<file path="src/rtl/jk_cmd_sequencer.sv">
// Command sequencer for a downstream JK flop: buffers {op,rep} commands in a FIFO,
// replays each on registered j/k, and checks the flop's q against a shadow model.
module jk_cmd_sequencer #(
  parameter int unsigned DEPTH = 4,
  parameter int unsigned REP_W = 4,
  parameter int unsigned GAP   = 0
) (
  input  logic                   clk,
  input  logic                   rst,
  input  logic                   cmd_valid,
  output logic                   cmd_ready,
  input  logic [1:0]             cmd_op,
  input  logic [REP_W-1:0]       cmd_rep,
  output logic                   j,
  output logic                   k,
  input  logic                   q_fb,
  input  logic                   chk_en,
  input  logic                   clr_mismatch,
  output logic                   expect_q,
  output logic                   mismatch,
  output logic                   busy,
  output logic [$clog2(DEPTH):0] fifo_level
);

  localparam int unsigned PTR_W    = $clog2(DEPTH);
  localparam int unsigned LVL_W    = PTR_W + 1;
  localparam int unsigned GCNT_W   = (GAP == 0) ? 1 : $clog2(GAP + 1);
  localparam int unsigned GAP_LOAD = (GAP == 0) ? 0 : GAP - 1;

  typedef struct packed {
    logic [1:0]       op;
    logic [REP_W-1:0] rep;
  } cmd_t;

  typedef enum logic [1:0] {
    S_IDLE,
    S_ISSUE,
    S_GAP
  } state_t;

  cmd_t              mem [DEPTH];
  logic [PTR_W-1:0]  wr_ptr;
  logic [PTR_W-1:0]  rd_ptr;
  logic [LVL_W-1:0]  level_q;
  logic              fifo_empty;
  logic              push_c;
  logic              pop_c;
  cmd_t              head;

  state_t            state_q, state_d;
  logic [REP_W-1:0]  cnt_q, cnt_d;
  logic [GCNT_W-1:0] gcnt_q, gcnt_d;
  logic              j_d, k_d;
  logic              load_c;

  assign fifo_empty = (level_q == '0);
  assign cmd_ready  = (level_q != LVL_W'(DEPTH));
  assign push_c     = cmd_valid && cmd_ready;
  assign head       = mem[rd_ptr];
  assign fifo_level = level_q;
  assign busy       = (state_q != S_IDLE) || !fifo_empty;

  // FIFO storage; flushing is done through the pointers, so the array needs no reset
  always_ff @(posedge clk) begin
    if (push_c) mem[wr_ptr] <= cmd_t'{op: cmd_op, rep: cmd_rep};
  end

  always_ff @(posedge clk or posedge rst) begin
    if (rst) begin
      wr_ptr  <= '0;
      rd_ptr  <= '0;
      level_q <= '0;
    end else begin
      if (push_c) wr_ptr <= wr_ptr + PTR_W'(1);
      if (pop_c)  rd_ptr <= rd_ptr + PTR_W'(1);
      case ({push_c, pop_c})
        2'b10:   level_q <= level_q + LVL_W'(1);
        2'b01:   level_q <= level_q - LVL_W'(1);
        default: level_q <= level_q;
      endcase
    end
  end

  // Sequencer state register
  always_ff @(posedge clk or posedge rst) begin
    if (rst) begin
      state_q <= S_IDLE;
      cnt_q   <= '0;
      gcnt_q  <= '0;
      j       <= 1'b0;
      k       <= 1'b0;
    end else begin
      state_q <= state_d;
      cnt_q   <= cnt_d;
      gcnt_q  <= gcnt_d;
      j       <= j_d;
      k       <= k_d;
    end
  end

  // Next-state: every path that ends a command or gap may load the head entry
  always_comb begin
    state_d = state_q;
    cnt_d   = cnt_q;
    gcnt_d  = gcnt_q;
    j_d     = 1'b0;
    k_d     = 1'b0;
    load_c  = 1'b0;
    case (state_q)
      S_IDLE: load_c = !fifo_empty;
      S_ISSUE: begin
        if (cnt_q != '0) begin
          cnt_d = cnt_q - REP_W'(1);
          j_d   = j;
          k_d   = k;
        end else if (GAP > 0) begin
          state_d = S_GAP;
          gcnt_d  = GCNT_W'(GAP_LOAD);
        end else if (!fifo_empty) begin
          load_c = 1'b1;
        end else begin
          state_d = S_IDLE;
        end
      end
      S_GAP: begin
        if (gcnt_q != '0) begin
          gcnt_d = gcnt_q - GCNT_W'(1);
        end else if (!fifo_empty) begin
          load_c = 1'b1;
        end else begin
          state_d = S_IDLE;
        end
      end
      default: state_d = S_IDLE;
    endcase
    if (load_c) begin
      state_d = S_ISSUE;
      cnt_d   = head.rep;
      j_d     = head.op[1];
      k_d     = head.op[0];
    end
    pop_c = load_c;
  end

  // Shadow JK flop and sticky divergence flag (set beats clear)
  always_ff @(posedge clk or posedge rst) begin
    if (rst) begin
      expect_q <= 1'b0;
      mismatch <= 1'b0;
    end else begin
      case ({j, k})
        2'b01:   expect_q <= 1'b0;
        2'b10:   expect_q <= 1'b1;
        2'b11:   expect_q <= ~expect_q;
        default: expect_q <= expect_q;
      endcase
      if (chk_en && (q_fb != expect_q)) mismatch <= 1'b1;
      else if (clr_mismatch)            mismatch <= 1'b0;
    end
  end

endmodule

</file>
<file path="config.mk">
export PLATFORM = sky130hd
export DESIGN_NAME = jk_cmd_sequencer
export DESIGN_NICKNAME = d
export VERILOG_FILES = /design/src/rtl/jk_cmd_sequencer.sv
export SDC_FILE = /design/constraint.sdc
export NUM_CORES = 1
export LEC_CHECK = 0
export BUFFER_PORTS_ARGS = -buffer_cell sky130_fd_sc_hd__buf_4
export CORE_ASPECT_RATIO = 0.9
export CORE_MARGIN = 5
export CORE_UTILIZATION = 56
export CTS_CLUSTER_SIZE = 24
export DETAILED_ROUTE_END_ITERATION = 8
export GPL_ROUTABILITY_DRIVEN = 1
export PLACE_DENSITY_LB_ADDON = 0.05
export SYNTH_ARGS = -nofsm -noshare
export SYNTH_HDL_FRONTEND = slang
export SYNTH_SLANG_ARGS = --single-unit
export TNS_END_PERCENT = 10
</file>
<file path="constraint.sdc">
create_clock -name clk -period 3.4 [get_ports clk]
set_input_delay 0.17 -clock clk [delete_from_list [all_inputs] [get_ports clk]]
set_output_delay 0.17 -clock clk [all_outputs]
set_load 0.02 [all_outputs]
</file>
==> flow_summary.yaml, run 1 <==
status:
  outcome: "complete, no violations"
power:
  pwr-share-clk: 0.134
  swShare: 0.3551
  comb_power_share: 0.366
  p_seq_frac: 0.500
  p_leak_nw: 0.8476
  switching_power_mw: 0.5808
  p_per_area_nw_per_um2: 803.9
  internal_power_mw: 1.055
  irDropWorstVdd_mv: 0.3691
critical_path:
  worst_path_largest_cell_delay_ns: 0.44
  cp_top_family: "adder cells"
  crit_path_start_kind: "register"
  crit_slowest_cell: "or3b_1"
  worst-path-buf-inv: 2
  path_max_fanout: 5
  critPathCaptureType: "register"
  crit_required_ns: 3.66
  path_cells: "inv_1, ha_1, or3b_1, a21oi_2, ha_1, inv_1, fa_1, xor2_1, nor2_1, xor2_1"
  path_class: "reg2reg"
  worst_ep_arrival_time_ns: 2.90
yosys:
  synthCells: 115
  synth_edf_count: 24
  yosys.area_share.xor_xnor: 0.03468
  async_flop_share: 0.4000
  synthAdderAreaFrac: 0.05379
  synth_common_cells: "24 x edfxtp_1, 16 x dfrtp_1, 10 x inv_1, 6 x ha_1, 5 x mux4_1"
  synth-simple-area-share: 0.06369
  synth_top_family_by_area: "multiplexers"
  synth_area_per_cell_sq_um: 15.37
  ys_warn_count: 0
  synthTopCellsByArea: "edfxtp_1 41%, dfrtp_1 23%, mux4_1 7.4%, ha_1 4.2%, inv_1 2.1%"
  yosysTopAreaCellShare: 0.4076
  muxShareOfSynthArea: 0.09908
  synth-compound-area-share: 0.08068
  yosysMostFrequentCell: "edfxtp_1"
  ys_types: 35
  yosys_most_used_dff: "edfxtp_1"
  synth_area_sq_um: 1768
  ys_seq_area_frac: 0.6341
  synth_fp_nets: 134
  synth_top_area_cell: "edfxtp_1"
  ys_ff_latch: 40
global_route:
  grtUsageMet2: 0.2429
  grt_pass1_vias: 1045
  grt_max_degree: 17
  antenna_found_initial: 0
  gr-usage-met1: 0.1663
  grt.busiest_layer: "met2"
  globalRouteMet3Util: 0.05087
  grt_pass1_wl_microns: 4823
  grt_overflow: 0
  grtUsageTotal: 0.1436
drt:
  wl_microns: 2809
  vias: 1003
  postRouteAntennaNets: 0
  drc: 0
  wl_per_cell_microns: 15.27
  drtIter0Drc: 86
  dr.pass1.iters: 4
  vias_per_cell: 5.451
floorplanning:
  std_cell_rows: 19
  core_sq_um: 3043
  die_height_microns: 63.31
  die-area_sq_um: 4382
  io_pins: 21
  die_w_microns: 69.23
  start_util: 0.5810
cells_and_area:
  stdcell_area_sq_um: 2034
  drive_gt1_frac: 0.2113
  final_util: 0.6686
  area_growth_pct: 15.07
  num_antenna_cells: 0
  nNetsFinal: 160
placement:
  dpl_cell_area_sq_um: 1948
  gp_routability_congestion: 0.6968
  dp_slack_ns: 0.7749
  dpl.hpwl_microns: 2095
  port_buffers: 20
sta:
  min_period_ns: 2.646
  clock_skew_ns: 0.006048
  worst_pin_slew_ns: 0.5900
  maxSlewViolCount: 0
  post-route-period-util: 0.7784
  setup_ws_ns: 0.7536
  slew_headroom: 0.6036
  finalHoldViolations: 0
  rsz0062_at_grt: "false"
  setup_viol: 0
  final.setup.tns_ns: 0
  max_freq_mhz: 377.9
clock_tree:
  root_buffer: "clkbuf_4"
  cts_sinks: 40
  clk_latency_ns: 0.33
  cts_tree: "done"
  hold_buffers: 1
  clkTransAtPathRegs_ns: 0.11
  numCtsBuffers: 5
  post_cts_buffers: 0
  clock_path_buffers: 2
  cts_resized: 0
  htreeDepth: 2
run:
  max_cap_violations: 0
worst_hold_path:
  hp-class: "in2reg"
[sequential cells by signal (all words and copies together) (netlist names)]
register and count:
fifo_level 3, state_q 1, k 1, mem 24, mismatch 1, expect_q 1
j 1, rd_ptr 2, wr_ptr 2, cnt_q 4
[per-stage QoR]
stage	power, mW	cells	hold WS (ns)
2_1_floorplan	1.244	115	0.08374
3_3_place_gp	1.401	173	0.2725
3_5_place_dp	1.432	173	0.2852
4_1_cts	1.653	182	0.01180
5_1_grt	1.759	184	0.0007575
6_report	1.636	184	0.02532
[layout by cell type, fill, tap and decap left out, types with 2 or more instances in the layout]
master | Yosys | routed
inv_1 | 10 | 10
o211ai_1 | 2 | 2
or3b_1 | 2 | 2
nor3_1 | 2 | 2
buf_4 | 0 | 20
clkbuf_4 | 0 | 5
o211a_1 | 2 | 2
o21ai_0 | 3 | 3
edfxtp_1 | 24 | 24
a21oi_1 | 2 | 2
and3_1 | 4 | 4
dlygate4sd3_1 | 0 | 3
ha_1 | 6 | 6
a22oi_1 | 2 | 2
xor2_1 | 4 | 4
a22o_1 | 2 | 2
clkinvlp_4 | 0 | 2
dfrtp_1 | 16 | 16
mux4_1 | 5 | 5
nor2_1 | 3 | 3
nand2_1 | 4 | 4
xnor2_1 | 3 | 3
[worst paths after layout]
check | startpoint | to | slack [ns] | depth (start not counted)
worst max-delay path | cnt_q[0] | fifo_level[2] | 0.75 | 10
worst min-delay path | clr_mismatch | mismatch | 0.03 | 2
worst max register to register | cnt_q[0] | fifo_level[2] | 0.75 | 10
worst min register to register | k | expect_q | 0.49 | 1
max in group asynchronous | rst | cnt_q[3] | 2.57 | 3
min in group asynchronous | rst | wr_ptr[0] | 0.45 | 3
[worst reg2reg max path: stages, from the launching register on]
cell     delay, ns
dfrtp_1       0.41
inv_1         0.10
ha_1          0.21
or3b_1        0.44
a21oi_2       0.31
ha_1          0.24
inv_1         0.06
fa_1          0.37
xor2_1        0.15
nor2_1        0.12
xor2_1        0.17
[layer usage]
layer	share of wire	up-vias
li1	-	487
met1	0.43	490
met2	0.51	20
met3	0.058	6
met4	0.0096	0
met5	0	-
[cell type report]
cell class	count	area, sq um
fill	232	1008
tap	42	52.55
timing repair buffer	23	180.2
clock inverter	3	18.77
clock buffer	5	37.54
inverter	10	37.54
multi-input combinational	61	586.8
sequential	40	1121
[logic make-up after synthesis]
family / Yosys count
flops: 40
simple gates: 20
compound gates: 19
buf+inv: 14
mux: 8
xor+xnor: 7
fa+ha+maj: 7
[power groups by stage]
stage          clock [mW]  sequential, mW  combinational (mW)
2_1_floorplan           0           0.814               0.431
3_3_place_gp            0           0.815               0.586
3_5_place_dp            0           0.830               0.602
4_1_cts             0.229           0.820               0.604
5_1_grt             0.256           0.839               0.665
6_report            0.220           0.817               0.598
Note: power is estimated with default switching activity, not from simulation.
==> inputs of run 2 (changes only) <==
- CORE_UTILIZATION: 56 -> 51
- clock period: 3.4 -> 2.4 ns (I/O delays scaled with it)
==> run 2 against run 1 <==
Net effect: utilization down 3.0 points; cell count up 2.2%; largest cell class unchanged; cell area up 5.2%; global-route usage about the same; largest power group unchanged; clock power up 150%; via count up 1.3%; critical path type unchanged; critical endpoint unchanged; register-to-register slack worse by 0.68 ns; die area up 8.3%; fmax up 14%.
==> flow_summary.yaml, run 2 (synthesis results as in run 1) <==
sta:
  finalHoldViolations: 0
  slew_headroom: 0.5816
  post-route-period-util: 0.9702
  hold_slack_ns: 0.01649
  max_freq_mhz: 429.5
  maxSlewViolCount: 0
  min_period_ns: 2.328
  clock_skew_ns: 0.006473
  setup_viol: 0
  worst_pin_slew_ns: 0.6269
  setup_ws_ns: 0.07151
cells_and_area:
  fin_cells: 188
  regMostFlops: "mem"
  area_growth_pct: 21.09
  stdcell_area_sq_um: 2141
  largest_reg_flops: 24
  drive_gt1_frac: 0.2708
  final_cell_mix: "24 x buf_4, 24 x edfxtp_1, 16 x dfrtp_1, 9 x inv_1"
  nNetsFinal: 162
  num_antenna_cells: 0
global_route:
  grt_pass1_vias: 1071
  grt_max_degree: 17
  grtUsageTotal: 0.1438
  grtUsageMet2: 0.2409
  globalRouteMet3Util: 0.03799
  grt_overflow: 0
  grt.busiest_layer: "met2"
  grt_pass1_wl_microns: 5064
  antenna_found_initial: 0
  gr-usage-met1: 0.1801
drt:
  dr.pass1.iters: 4
  drtIter0Drc: 48
  drc: 0
  vias: 1016
  vias_per_cell: 5.404
  postRouteAntennaNets: 0
  wl_per_cell_microns: 15.81
  wl_microns: 2973
status:
  outcome: "complete, no violations"
floorplanning:
  start_util: 0.5272
  die-area_sq_um: 4746
  core_sq_um: 3353
  std_cell_rows: 20
  die_height_microns: 65.86
  io_pins: 21
  die_w_microns: 72.06
power:
  swShare: 0.3359
  irDropWorstVdd_mv: 0.5568
  p_leak_nw: 0.8892
  pwr-share-clk: 0.207
  finalPower_mw: 2.648
  internal_power_mw: 1.758
  p_seq_frac: 0.437
  comb_power_share: 0.356
  switching_power_mw: 0.8893
  p_per_area_nw_per_um2: 1237
placement:
  port_buffers: 20
  gp_routability_congestion: 0.7309
  dpl_cell_area_sq_um: 1973
  dp_cells: 178
  dp_slack_ns: 0.01776
  dpl.hpwl_microns: 2155
critical_path:
  path_class: "reg2reg"
  worst_ep_arrival_time_ns: 2.54
  crit_path_start_kind: "register"
  critPathCaptureType: "register"
  cp_top_family: "adder cells"
  crit_slowest_cell: "dfrtp_1"
  crit_required_ns: 2.61
  path_max_fanout: 5
  worst-path-buf-inv: 2
  worst_path_largest_cell_delay_ns: 0.41
  path_cells: "inv_1, ha_4, or3b_4, a21oi_4, ha_4, inv_1, fa_1, xor2_1, nor2_1, xor2_1"
clock_tree:
  cts_sinks: 40
  clock_path_buffers: 2
  clkTransAtPathRegs_ns: 0.08
  htreeDepth: 2
  numCtsBuffers: 5
  clk_latency_ns: 0.28
  root_buffer: "clkbuf_8"
  cts_tree: "done"
worst_hold_path:
  hp-class: "in2reg"
run:
  max_cap_violations: 0
[run 2: final timing paths]
path	from	to	slack, ns	cells after the start
min	clr_mismatch	mismatch	0.02	2
max reg2reg	cnt_q[1]	fifo_level[2]	0.07	10
min reg2reg	k	expect_q	0.48	1
max in group asynchronous	rst	wr_ptr[1]	1.52	3
max	cnt_q[1]	fifo_level[2]	0.07	10
min in group asynchronous	rst	cnt_q[2]	0.47	3
[run 2: layer usage]
metal / vias to the layer above / part of all wire
met5: - / 0
met4: 0 / 0.0037
met3: 2 / 0.050
met2: 25 / 0.50
met1: 502 / 0.44
li1: 487 / -
[run 2: per-stage QoR]
stage	setup TNS, ns	util
2_1_floorplan	0	-
3_3_place_gp	0	0.5884
3_5_place_dp	0	0.5884
4_1_cts	0	0.6272
5_1_grt	-0.005135	0.6384
6_report	0	0.6384
[run 2: layout make-up]
| class | instances | area (sq um) |
|---|---|---|
| repair buffers | 25 | 190.2 |
| fillers | 259 | 1212 |
| well taps | 44 | 55.05 |
| clock inverters | 3 | 46.29 |
| multi-input cells | 61 | 621.8 |
| flip-flops and latches | 40 | 1121 |
| clock buffers | 5 | 68.82 |
| inverters | 10 | 37.54 |
[run 2: repair_timing]
action,in CTS,in global routing
pin swaps,1,2
endpoints found under the setup margin,1,1
hold endpoints to repair,16,0
setup buffers,0,1
gates resized for setup,2,5
hold buffers,1,0
[run 2: power groups by stage]
stage | logic (mW) | registers [mW] | clock network, mW
final | 0.943 | 1.16 | 0.547
after detailed placement | 0.882 | 1.17 | 0
after global placement | 0.855 | 1.15 | 0
after CTS | 0.893 | 1.15 | 0.561
after floorplan | 0.610 | 1.15 | 0
after global routing | 1.04 | 1.19 | 0.599
